--- config.mk ---
export PLATFORM = sky130hd
export DESIGN_NAME = mem_boot_arbiter_flat
export DESIGN_NICKNAME = d
export VERILOG_FILES = /design/src/rtl/mem_boot_arbiter_pkg.sv /design/src/rtl/mem_boot_arbiter_if.sv /design/src/rtl/mem_boot_arbiter_mem_port_mux.sv /design/src/rtl/mem_boot_arbiter.sv /design/src/flat_wrapper.sv
export SDC_FILE = /design/constraint.sdc
export NUM_CORES = 1
export LEC_CHECK = 0
export BUFFER_PORTS_ARGS = -buffer_cell sky130_fd_sc_hd__buf_2
export CAP_MARGIN = 10
export CORE_ASPECT_RATIO = 1.75
export CORE_MARGIN = 4
export CORE_UTILIZATION = 40
export DETAILED_ROUTE_END_ITERATION = 6
export GPL_TIMING_DRIVEN = 0
export MAX_ROUTING_LAYER = met4
export PLACE_DENSITY = 0.86
export SLEW_MARGIN = 10
export SYNTH_ARGS = -nofsm -noshare
export SYNTH_HDL_FRONTEND = slang
export SYNTH_SLANG_ARGS = --single-unit
--- constraint.sdc ---
create_clock -name clock -period 1.7 [get_ports clock]
set_input_delay 0.17 -clock clock [delete_from_list [all_inputs] [get_ports clock]]
set_output_delay 0.17 -clock clock [all_outputs]
set_load 0.01 [all_outputs]
--- src/rtl/mem_boot_arbiter_pkg.sv ---
// Shared types and default sizing for the boot sequencer / memory-port arbiter.
package mem_boot_pkg;

  typedef enum logic [1:0] {
    IDLE = 2'd0,
    LOAD = 2'd1,
    HOLD = 2'd2,
    RUN  = 2'd3
  } state_t;

  localparam int DEF_ADDR_W      = 8;
  localparam int DEF_DATA_W      = 16;
  localparam int DEF_HOLD_CYCLES = 7;

endpackage

--- src/rtl/mem_boot_arbiter_if.sv ---
// Bundle of loader, processor, host and memory-port signals around the arbiter.
interface mem_boot_arbiter_if
  import mem_boot_pkg::*;
#(
  parameter int ADDR_W = DEF_ADDR_W,
  parameter int DATA_W = DEF_DATA_W
);

  logic              boot_start;
  logic              ld_valid;
  logic              ld_ready;
  logic [ADDR_W-1:0] ld_addr;
  logic [DATA_W-1:0] ld_data;
  logic              ld_last;
  logic              cpu_reset;
  logic [ADDR_W-1:0] cpu_addr;
  logic [DATA_W-1:0] cpu_wdata;
  logic              cpu_re;
  logic              cpu_we;
  logic              host_req;
  logic              host_we;
  logic [ADDR_W-1:0] host_addr;
  logic [DATA_W-1:0] host_wdata;
  logic              host_gnt;
  logic              host_rvalid;
  logic [DATA_W-1:0] host_rdata;
  logic              mem_we;
  logic              mem_re;
  logic [ADDR_W-1:0] mem_addr;
  logic [DATA_W-1:0] mem_din;
  logic [DATA_W-1:0] mem_dout;
  logic              boot_done;
  logic [ADDR_W:0]   load_count;

  // Arbiter side
  modport slave (
    input  boot_start, ld_valid, ld_addr, ld_data, ld_last,
    input  cpu_addr, cpu_wdata, cpu_re, cpu_we,
    input  host_req, host_we, host_addr, host_wdata,
    input  mem_dout,
    output ld_ready, cpu_reset, host_gnt, host_rvalid, host_rdata,
    output mem_we, mem_re, mem_addr, mem_din, boot_done, load_count
  );

  // Environment side: loader, processor, host and memory
  modport master (
    output boot_start, ld_valid, ld_addr, ld_data, ld_last,
    output cpu_addr, cpu_wdata, cpu_re, cpu_we,
    output host_req, host_we, host_addr, host_wdata,
    output mem_dout,
    input  ld_ready, cpu_reset, host_gnt, host_rvalid, host_rdata,
    input  mem_we, mem_re, mem_addr, mem_din, boot_done, load_count
  );

endinterface

--- src/rtl/mem_boot_arbiter_mem_port_mux.sv ---
// Combinational steering of loader, processor or host onto the single memory port.
module mem_port_mux
  import mem_boot_pkg::*;
#(
  parameter int ADDR_W = DEF_ADDR_W,
  parameter int DATA_W = DEF_DATA_W
) (
  input  state_t            i_state,
  input  logic              i_ld_valid,
  input  logic [ADDR_W-1:0] i_ld_addr,
  input  logic [DATA_W-1:0] i_ld_data,
  input  logic              i_cpu_re,
  input  logic              i_cpu_we,
  input  logic [ADDR_W-1:0] i_cpu_addr,
  input  logic [DATA_W-1:0] i_cpu_wdata,
  input  logic              i_host_gnt,
  input  logic              i_host_we,
  input  logic [ADDR_W-1:0] i_host_addr,
  input  logic [DATA_W-1:0] i_host_wdata,
  output logic              o_mem_we,
  output logic              o_mem_re,
  output logic [ADDR_W-1:0] o_mem_addr,
  output logic [DATA_W-1:0] o_mem_din
);

  always_comb begin
    o_mem_we   = 1'b0;
    o_mem_re   = 1'b0;
    o_mem_addr = '0;
    o_mem_din  = '0;
    unique case (i_state)
      LOAD: begin
        if (i_ld_valid) begin
          o_mem_we   = 1'b1;
          o_mem_addr = i_ld_addr;
          o_mem_din  = i_ld_data;
        end
      end
      RUN: begin
        // The grant already excludes any cycle the processor uses the port
        if (i_host_gnt) begin
          o_mem_we   = i_host_we;
          o_mem_re   = ~i_host_we;
          o_mem_addr = i_host_addr;
          o_mem_din  = i_host_wdata;
        end else begin
          o_mem_we   = i_cpu_we;
          o_mem_re   = i_cpu_re;
          o_mem_addr = i_cpu_addr;
          o_mem_din  = i_cpu_wdata;
        end
      end
      default: begin
        o_mem_we = 1'b0;
      end
    endcase
  end

endmodule

--- src/rtl/mem_boot_arbiter.sv ---
// Boot sequencer (load, hold processor in reset, release) and run-time
// fixed-priority arbiter of the memory port between processor and host.
module mem_boot_arbiter
  import mem_boot_pkg::*;
#(
  parameter int ADDR_W      = DEF_ADDR_W,
  parameter int DATA_W      = DEF_DATA_W,
  parameter int HOLD_CYCLES = DEF_HOLD_CYCLES
) (
  input  logic              clock,
  input  logic              reset,
  mem_boot_arbiter_if.slave bus
);

  localparam int                HOLD_W    = (HOLD_CYCLES > 1) ? $clog2(HOLD_CYCLES) : 1;
  localparam logic [HOLD_W-1:0] HOLD_LAST = HOLD_W'(HOLD_CYCLES - 1);
  localparam logic [ADDR_W:0]   COUNT_MAX = {1'b1, {ADDR_W{1'b0}}};

  state_t              r_state;
  state_t              w_next;
  logic [HOLD_W-1:0]   r_hold_cnt;
  logic [ADDR_W:0]     r_load_count;
  logic                r_host_rvalid;
  logic [DATA_W-1:0]   r_rdata_hold;

  logic w_ld_fire;
  logic w_host_gnt;
  logic w_hold_done;
  logic w_start_load;
  logic w_cpu_reset;
  logic w_ld_ready;
  logic w_boot_done;

  // Word counter stops at a full address space so it never wraps to zero
  function automatic logic [ADDR_W:0] sat_inc(input logic [ADDR_W:0] v);
    return (v == COUNT_MAX) ? v : v + (ADDR_W+1)'(1);
  endfunction

  always_comb begin
    w_ld_fire    = (r_state == LOAD) && bus.ld_valid;
    w_host_gnt   = (r_state == RUN) && bus.host_req && !bus.cpu_re && !bus.cpu_we;
    w_hold_done  = (r_state == HOLD) && (r_hold_cnt == HOLD_LAST);
    w_start_load = bus.boot_start && ((r_state == IDLE) || (r_state == RUN));
  end

  always_comb begin
    w_next      = r_state;
    w_cpu_reset = 1'b1;
    w_ld_ready  = 1'b0;
    w_boot_done = 1'b0;
    unique case (r_state)
      IDLE: begin
        if (bus.boot_start) w_next = LOAD;
      end
      LOAD: begin
        w_ld_ready = 1'b1;
        if (w_ld_fire && bus.ld_last) w_next = HOLD;
      end
      HOLD: begin
        if (w_hold_done) w_next = RUN;
      end
      RUN: begin
        w_cpu_reset = 1'b0;
        w_boot_done = 1'b1;
        if (bus.boot_start) w_next = LOAD;
      end
      default: begin
        w_next = IDLE;
      end
    endcase
  end

  always_ff @(posedge clock) begin
    if (!reset) begin
      r_state       <= IDLE;
      r_hold_cnt    <= '0;
      r_load_count  <= '0;
      r_host_rvalid <= 1'b0;
      r_rdata_hold  <= '0;
    end else begin
      r_state    <= w_next;
      r_hold_cnt <= ((r_state == HOLD) && !w_hold_done) ? r_hold_cnt + HOLD_W'(1) : '0;
      if (w_start_load) begin
        r_load_count <= '0;
      end else if (w_ld_fire) begin
        r_load_count <= sat_inc(r_load_count);
      end
      r_host_rvalid <= w_host_gnt && !bus.host_we;
      // Memory read data is live only in the rvalid cycle; keep it afterwards
      if (r_host_rvalid) begin
        r_rdata_hold <= bus.mem_dout;
      end
    end
  end

  mem_port_mux #(
    .ADDR_W (ADDR_W),
    .DATA_W (DATA_W)
  ) u_mem_port_mux (
    .i_state      (r_state),
    .i_ld_valid   (bus.ld_valid),
    .i_ld_addr    (bus.ld_addr),
    .i_ld_data    (bus.ld_data),
    .i_cpu_re     (bus.cpu_re),
    .i_cpu_we     (bus.cpu_we),
    .i_cpu_addr   (bus.cpu_addr),
    .i_cpu_wdata  (bus.cpu_wdata),
    .i_host_gnt   (w_host_gnt),
    .i_host_we    (bus.host_we),
    .i_host_addr  (bus.host_addr),
    .i_host_wdata (bus.host_wdata),
    .o_mem_we     (bus.mem_we),
    .o_mem_re     (bus.mem_re),
    .o_mem_addr   (bus.mem_addr),
    .o_mem_din    (bus.mem_din)
  );

  assign bus.ld_ready    = w_ld_ready;
  assign bus.cpu_reset   = w_cpu_reset;
  assign bus.boot_done   = w_boot_done;
  assign bus.host_gnt    = w_host_gnt;
  assign bus.host_rvalid = r_host_rvalid;
  assign bus.host_rdata  = r_host_rvalid ? bus.mem_dout : r_rdata_hold;
  assign bus.load_count  = r_load_count;

endmodule

--- src/flat_wrapper.sv ---
// flat-port wrapper written by rule: the top's interface ports become plain ports
module mem_boot_arbiter_flat import mem_boot_pkg::*;
#(
  parameter int ADDR_W      = DEF_ADDR_W,
  parameter int DATA_W      = DEF_DATA_W,
  parameter int HOLD_CYCLES = DEF_HOLD_CYCLES
)
  (clock, reset, bus_boot_start, bus_ld_valid, bus_ld_addr, bus_ld_data, bus_ld_last, bus_cpu_addr, bus_cpu_wdata, bus_cpu_re, bus_cpu_we, bus_host_req, bus_host_we, bus_host_addr, bus_host_wdata, bus_mem_dout, bus_ld_ready, bus_cpu_reset, bus_host_gnt, bus_host_rvalid, bus_host_rdata, bus_mem_we, bus_mem_re, bus_mem_addr, bus_mem_din, bus_boot_done, bus_load_count);
  mem_boot_arbiter_if #(.ADDR_W(ADDR_W), .DATA_W(DATA_W)) bus_i ();
  input  logic clock;
  input  logic reset;
  input wire logic [$bits(bus_i.boot_start)-1:0] bus_boot_start;
  input wire logic [$bits(bus_i.ld_valid)-1:0] bus_ld_valid;
  input wire logic [$bits(bus_i.ld_addr)-1:0] bus_ld_addr;
  input wire logic [$bits(bus_i.ld_data)-1:0] bus_ld_data;
  input wire logic [$bits(bus_i.ld_last)-1:0] bus_ld_last;
  input wire logic [$bits(bus_i.cpu_addr)-1:0] bus_cpu_addr;
  input wire logic [$bits(bus_i.cpu_wdata)-1:0] bus_cpu_wdata;
  input wire logic [$bits(bus_i.cpu_re)-1:0] bus_cpu_re;
  input wire logic [$bits(bus_i.cpu_we)-1:0] bus_cpu_we;
  input wire logic [$bits(bus_i.host_req)-1:0] bus_host_req;
  input wire logic [$bits(bus_i.host_we)-1:0] bus_host_we;
  input wire logic [$bits(bus_i.host_addr)-1:0] bus_host_addr;
  input wire logic [$bits(bus_i.host_wdata)-1:0] bus_host_wdata;
  input wire logic [$bits(bus_i.mem_dout)-1:0] bus_mem_dout;
  output wire logic [$bits(bus_i.ld_ready)-1:0] bus_ld_ready;
  output wire logic [$bits(bus_i.cpu_reset)-1:0] bus_cpu_reset;
  output wire logic [$bits(bus_i.host_gnt)-1:0] bus_host_gnt;
  output wire logic [$bits(bus_i.host_rvalid)-1:0] bus_host_rvalid;
  output wire logic [$bits(bus_i.host_rdata)-1:0] bus_host_rdata;
  output wire logic [$bits(bus_i.mem_we)-1:0] bus_mem_we;
  output wire logic [$bits(bus_i.mem_re)-1:0] bus_mem_re;
  output wire logic [$bits(bus_i.mem_addr)-1:0] bus_mem_addr;
  output wire logic [$bits(bus_i.mem_din)-1:0] bus_mem_din;
  output wire logic [$bits(bus_i.boot_done)-1:0] bus_boot_done;
  output wire logic [$bits(bus_i.load_count)-1:0] bus_load_count;
  assign bus_i.boot_start = bus_boot_start;
  assign bus_i.ld_valid = bus_ld_valid;
  assign bus_i.ld_addr = bus_ld_addr;
  assign bus_i.ld_data = bus_ld_data;
  assign bus_i.ld_last = bus_ld_last;
  assign bus_i.cpu_addr = bus_cpu_addr;
  assign bus_i.cpu_wdata = bus_cpu_wdata;
  assign bus_i.cpu_re = bus_cpu_re;
  assign bus_i.cpu_we = bus_cpu_we;
  assign bus_i.host_req = bus_host_req;
  assign bus_i.host_we = bus_host_we;
  assign bus_i.host_addr = bus_host_addr;
  assign bus_i.host_wdata = bus_host_wdata;
  assign bus_i.mem_dout = bus_mem_dout;
  assign bus_ld_ready = bus_i.ld_ready;
  assign bus_cpu_reset = bus_i.cpu_reset;
  assign bus_host_gnt = bus_i.host_gnt;
  assign bus_host_rvalid = bus_i.host_rvalid;
  assign bus_host_rdata = bus_i.host_rdata;
  assign bus_mem_we = bus_i.mem_we;
  assign bus_mem_re = bus_i.mem_re;
  assign bus_mem_addr = bus_i.mem_addr;
  assign bus_mem_din = bus_i.mem_din;
  assign bus_boot_done = bus_i.boot_done;
  assign bus_load_count = bus_i.load_count;
  mem_boot_arbiter #(.ADDR_W(ADDR_W), .DATA_W(DATA_W), .HOLD_CYCLES(HOLD_CYCLES)) u_core (.clock(clock), .reset(reset), .bus(bus_i));
endmodule
=== Word level (Yosys, flattened, before mapping) ===
Index checks and enable logic that the tools add are counted.

* Add/subtract/negate cells: 2
* $mul: 0
* Divide/modulo/power cells: 0
* Order comparisons: 0
* Eq/ne operators: 8
* Shift-type cells: 0
* Mux-type cells: 19
* Bitwise logic cells: 3
* Reductions and logical operators: 20

{| class="wikitable"
|+ Operators with widths
! cell !! count
|-
| two-way mux 16 bit || 3
|-
| one-hot mux 16 bit (2 select lines) || 1
|-
| two-way mux 8 bit || 2
|-
| one-hot mux 8 bit (2 select lines) || 1
|-
| adder 9 x 1 -> 9 bit (second input constant) || 1
|-
| == test 9 bit (second input constant) || 1
|-
| logical AND 1 bit || 9
|-
| two-way mux 1 bit || 7
|-
| two-way mux 2 bit || 3
|-
| one-hot mux 2 bit (3 select lines) || 1
|-
| == test 2 bit (second input constant) || 2
|-
| zero test 1 bit || 4
|-
| != test 2 x 1 -> 1 bit (second input constant) || 2
|-
| AND reduction 2 bit || 2
|-
| OR reduction 2 bit || 2
|-
| adder 3 x 1 -> 3 bit (second input constant) || 1
|-
| == test 3 bit (second input constant) || 1
|-
| NOT 1 bit || 3
|-
| AND reduction 3 bit || 1
|-
| == test 2 x 1 -> 1 bit (second input constant) || 1
|-
| zero test 2 bit || 1
|-
| != test 2 bit (second input constant) || 1
|-
| one-hot mux 1 bit (2 select lines) || 1
|-
| logical OR 1 bit || 1
|}

* Flip-flop bits (word level): 31
* Bits in latches: 0
* Bits in writable memories: 0
* Bits in read-only memories: 0
* Input port bits: 97
* Output and inout port bits: 56
* Word-level logic and storage cells: 57
* Memories kept: 0

=== Longest topological paths before layout ===
* Depth in word-level cells: 6
* Gate-level depth with buffers: 7
* Mapped depth without buffers: 5

=== By module ===
A second synthesis with hierarchy kept.

* Cells, all modules: 205
* Area total of the unflattened synthesis: 2054.5 um2

{| class="wikitable"
|+ Modules (own cells, without submodules)
! module !! instances !! cells each !! area an instance (um2)
|-
| mem_boot_arbiter || 1 || 141 || 1402.6
|-
| mem_port_mux || 1 || 64 || 651.9
|}

=== Worst setup path after synthesis ===
Ideal clock, no wire load.

* Path type: flip-flop to output port
* Start point: register u_core.r_state[0]
* End point: output bus_mem_din[14]
* Arrival time: 1.525 ns
* Required time: 1.530 ns
* Slack: 0.005 ns
* Cell stages (with the launch flop): 7
* Buffers on the path: 2
* Path through: dfxtp_1 -> ha_1 -> and4bb_2 -> buf_6 -> buf_6 -> mux2i_1 -> o21ai_0

* Longest elaborated chain between the ends: 6

{| class="wikitable"
|+ RTL lines
! what !! line !! source
|-
| from (decl) || mem_boot_arbiter.sv:19 || <nowiki>state_t r_state;</nowiki>
|-
| from (signal assigned) || mem_boot_arbiter.sv:81 || <nowiki>r_state <= w_next;</nowiki>
|-
| == test 2 bit || mem_boot_arbiter.sv:41 || <nowiki>w_host_gnt = (r_state == RUN) && bus.host_req && !bus.cpu_re && !bus.cpu_we;</nowiki>
|-
| logical AND 1 bit (3 in a row) || mem_boot_arbiter.sv:41 ||
|-
| named net bus_host_gnt || flat_wrapper.sv:28 || <nowiki>output wire logic [$bits(bus_i.host_gnt)-1:0] bus_host_gnt;</nowiki>
|-
| two-way mux 16 bit || mem_boot_arbiter_mem_port_mux.sv:41 || <nowiki>if (i_host_gnt) begin</nowiki>
|-
| one-hot mux 16 bit (2 select lines) || mem_boot_arbiter_mem_port_mux.sv:31 || <nowiki>unique case (i_state)</nowiki>
|-
| to (decl) || flat_wrapper.sv:34 || <nowiki>output wire logic [$bits(bus_i.mem_din)-1:0] bus_mem_din;</nowiki>
|}

The timed path passes the listed nets, and every way through them passes these cells.

=== Worst setup path after layout ===
* Start point: register u_core.r_state[1]
* End point: output bus_mem_din[8]

* Longest elaborated chain between the ends: 6

{| class="wikitable"
|+ RTL lines
! what !! line
|-
| == test 2 bit || mem_boot_arbiter_mem_port_mux.sv:31, mem_boot_arbiter.sv:41
|-
| logical AND 1 bit (3 in a row) || mem_boot_arbiter.sv:41
|-
| two-way mux 16 bit || mem_boot_arbiter_mem_port_mux.sv:41
|-
| one-hot mux 16 bit (2 select lines) * || mem_boot_arbiter_mem_port_mux.sv:31
|}

Every way passes the cells marked *; elsewhere a longest branch is shown, timed or not.

==> results.md <==
* Die height at 101 um
* Fill cell count at 394
* Met3 Routed Length at 563 um
* Setup WS pre-CTS at -0.516 ns
* Met1 wire length at 2440 um
* TritonCTS Buffers at 5
* Post-synth ARST share at 0
* PnR worst setup slack at -0.255 ns
* WS Path Type: flop to output pin
* Arrival @ worst endpoint at 1.78 ns
* Worst slew margin at 0.730
* Initial core utilization at 0.417
* Part of the power in combinational logic at 0.388
* Clock network power share at 0.251
* Setup crit start kind: flop
* H-Tree Depth at 2
* Pin count of the biggest net entering global routing at 17
* Flop pwr share at 0.361
* Hpwl dp at 5570 um
* Worst-path fanout max at 6
* P_int at 0.00145 W
* Post-route cell area at 3040 um2
* Gr usage total at 0.228
* Seq/Total Area, Yosys at 0.317
* CTS tree: done
* Global route total overflow at 0
* First-pass GRT wire length at 10300 um
* Post-Synthesis Cells at 228
* Max clock buf depth at 2
* # nets final at 495
* Synth warn at 0
* Worst IR Drop VDD at 716 uV
* Initial DRC Count at 67
* Routability Congestion at 0.898
* Row count at 33
* Detailed Route WL at 6690 um
* I/O Pins at 153
* Mapped Area at 1960 um2
* Synth unique cells at 35
* Worst Tran Pin Value at 0.400 ns
* Net switching power at 0.000782 W
* Violated checks: setup timing
* Vias in the first global route at 2254
* Core area at 4710 um2
* Area Growth Syn to Fin at 55.1%
* Cell chain of the critical path: ha_4 > and4bb_4 > buf_12 > mux2i_2 > o21ai_1 > buf_2
* ANT cells at 0
* Layout cell share with drive strength beyond 1 at 0.537
* Worst Setup End Kind: output pin
* Min cycle time layout at 1.95 ns
* Chip Width at 60.9 um
* # Max-Cap Violations at 0
* RSZ-0062 raised after global routing: true
* Outcome: complete, but fails checks
* Primary FF master, synth: dfxtp_1
* CP required at 1.53 ns
* Clk_skew at 0.00391 ns
* Met2 routed WL at 3590 um
* Slowest CP cell: dfxtp_4
* Mean Syn Cell Area at 8.60 um2
* Net Count, Synth at 333
* # clock sinks at 31
* CP delay by family, top: flip-flops
* Switching Share at 0.350
* Highest routed layer: met4
* Worst skew pair latency at 0.28 ns
* Post-Place Cell Area at 2790 um2
* Seq cells post-synth at 31
* Initial antenna violation count at 0
* Wire per inst at 15.1 um
* Die footprint at 6130 um2
* Peak per-stage delay on the critical path at 0.38 ns
* DRC Markers at 0
* P per Cell Area at 735 nW/um2
* Setup TNS at -4.75 ns
* WP buf/inv at 2
* Post-synth EDFFs at 0
* Antenna Nets Post-Route at 0
* Hold crit path type: primary input to flop
* Vias at 2241
* Max Slew Vio Count at 0
* Endpoints failing setup at 25
* Root buffer cell: clkbuf_8
* Port bufs at 152
* Reg clk slew, reported paths at 0.07 ns
* Vias/cell at 5.06
* Final Cycle Share at 1.15
* 1st-pass router iterations at 4
* Final Hold Fails at 0
* Lkg Pwr at 1.49 nW
* Highest clock rate at 512 MHz
==> cell usage after synthesis (2+ instances only) <==
cell type | instances | area share
a21boi_0 | 3 | 0.011
a21oi_1 | 7 | 0.018
and2_1 | 17 | 0.054
buf_2 | 3 | 0.0077
buf_6 | 3 | 0.017
clkbuf_1 | 6 | 0.011
dfxtp_1 | 31 | 0.32
ha_1 | 8 | 0.051
inv_1 | 9 | 0.017
mux2_2 | 16 | 0.092
mux2i_1 | 28 | 0.14
nand2_1 | 36 | 0.069
nand4_1 | 2 | 0.0064
nor2_1 | 5 | 0.0096
o21a_1 | 2 | 0.0077
o21ai_0 | 28 | 0.071
o31ai_1 | 3 | 0.011
or3_2 | 2 | 0.0077
or4_1 | 3 | 0.011
==> worst paths after layout <==
| kind | startpoint | to | slack (ns) | cells after the start |
|---|---|---|---|---|
| worst max-delay path | u_core.r_state[1]$_SDFFE_PN0P_ | bus_mem_din[8] | -0.25 | 6 |
| worst min-delay path | reset | u_core.r_state[0]$_SDFFE_PN0P_ | 0.19 | 3 |
| worst max register to register | u_core.r_state[1]$_SDFFE_PN0P_ | u_core.bus.load_count[7]$_SDFFE_PP0P_ | 0.13 | 5 |
| worst min register to register | u_core.r_hold_cnt[0]$_SDFF_PN0_ | u_core.r_hold_cnt[0]$_SDFF_PN0_ | 0.48 | 1 |
==> placed cells by master (no fill, tap or decap), types with 6 or more instances in the layout <==
cell and count:
mux2i_1 22, ha_1 6, and2_1 17, dfxtp_1 29, inv_1 8, buf_2 153, nand2_1 36, o21ai_1 18
mux2_2 16, a21oi_1 7
==> per-layer routing <==
layer / global-route usage / vias up
met4: 0.0902 / 0
met3: 0.0359 / 9
met5: - / -
met1: 0.243 / 994
met2: 0.406 / 121
li1: - / 1117
==> worst reg2reg max path: stages, from the launching register on <==
cell and delay [ns]:
dfxtp_4 0.36, inv_1 0.11, ha_4 0.19, nand4_2 0.17
or4_1 0.50, a21oi_1 0.16
==> sequential cells by signal (all words and copies together), names as in the netlist <==
name / flops
u_core.bus.host_rvalid: 1
u_core.bus.load_count: 9
u_core.r_state: 2
u_core.r_hold_cnt: 3
u_core.r_rdata_hold: 16
==> metrics by stage <==
stage	hold slack [ns]	utilization	total power, W	instances
2_1_floorplan	0.321	-	0.00121	228
3_3_place_gp	0.427	0.592	0.00154	432
3_5_place_dp	0.454	0.592	0.00156	432
4_1_cts	0.179	0.636	0.00220	444
5_1_grt	0.192	0.646	0.00237	443
6_report	0.191	0.646	0.00223	443
==> cells by family after synthesis <==
logic type / synth area share
and+or+nand+nor: 0.199
AOI/OAI and AO/OA: 0.145
muxes: 0.235
DFF: 0.317
buffers and inverters: 0.0536
adders and majority gates: 0.0511
==> cell type report <==
cell class	count	area [um2]	area share
multi-input cells	176	1320	0.433
flip-flops and latches	31	628	0.207
clock buffers	6	72.6	0.0239
well taps	52	65.1	0.0214
repair buffers	159	850	0.279
plain buffers	8	60.1	0.0198
clock inverters	2	12.5	0.00412
inverters	9	37.5	0.0123
==> power by group through the flow <==
| stage | clock [W] | combinational, W | sequential, W |
|---|---|---|---|
| after floorplan | 0 | 0.000414 | 0.000799 |
| after CTS | 0.000574 | 0.000831 | 0.000799 |
| after detailed placement | 0 | 0.000753 | 0.000806 |
| after global placement | 0 | 0.000736 | 0.000801 |
| after global routing | 0.000608 | 0.000956 | 0.000811 |
| final | 0.000562 | 0.000866 | 0.000806 |
==> what timing repair did <==
action,CTS,global route
pin swaps,5,4
setup buffers,6,0
cloned,1,0
gates resized for setup,35,27
endpoints found under the setup margin,37,45
hold buffers,0,0
No activity file was read; power rests on OpenSTA's default activity.
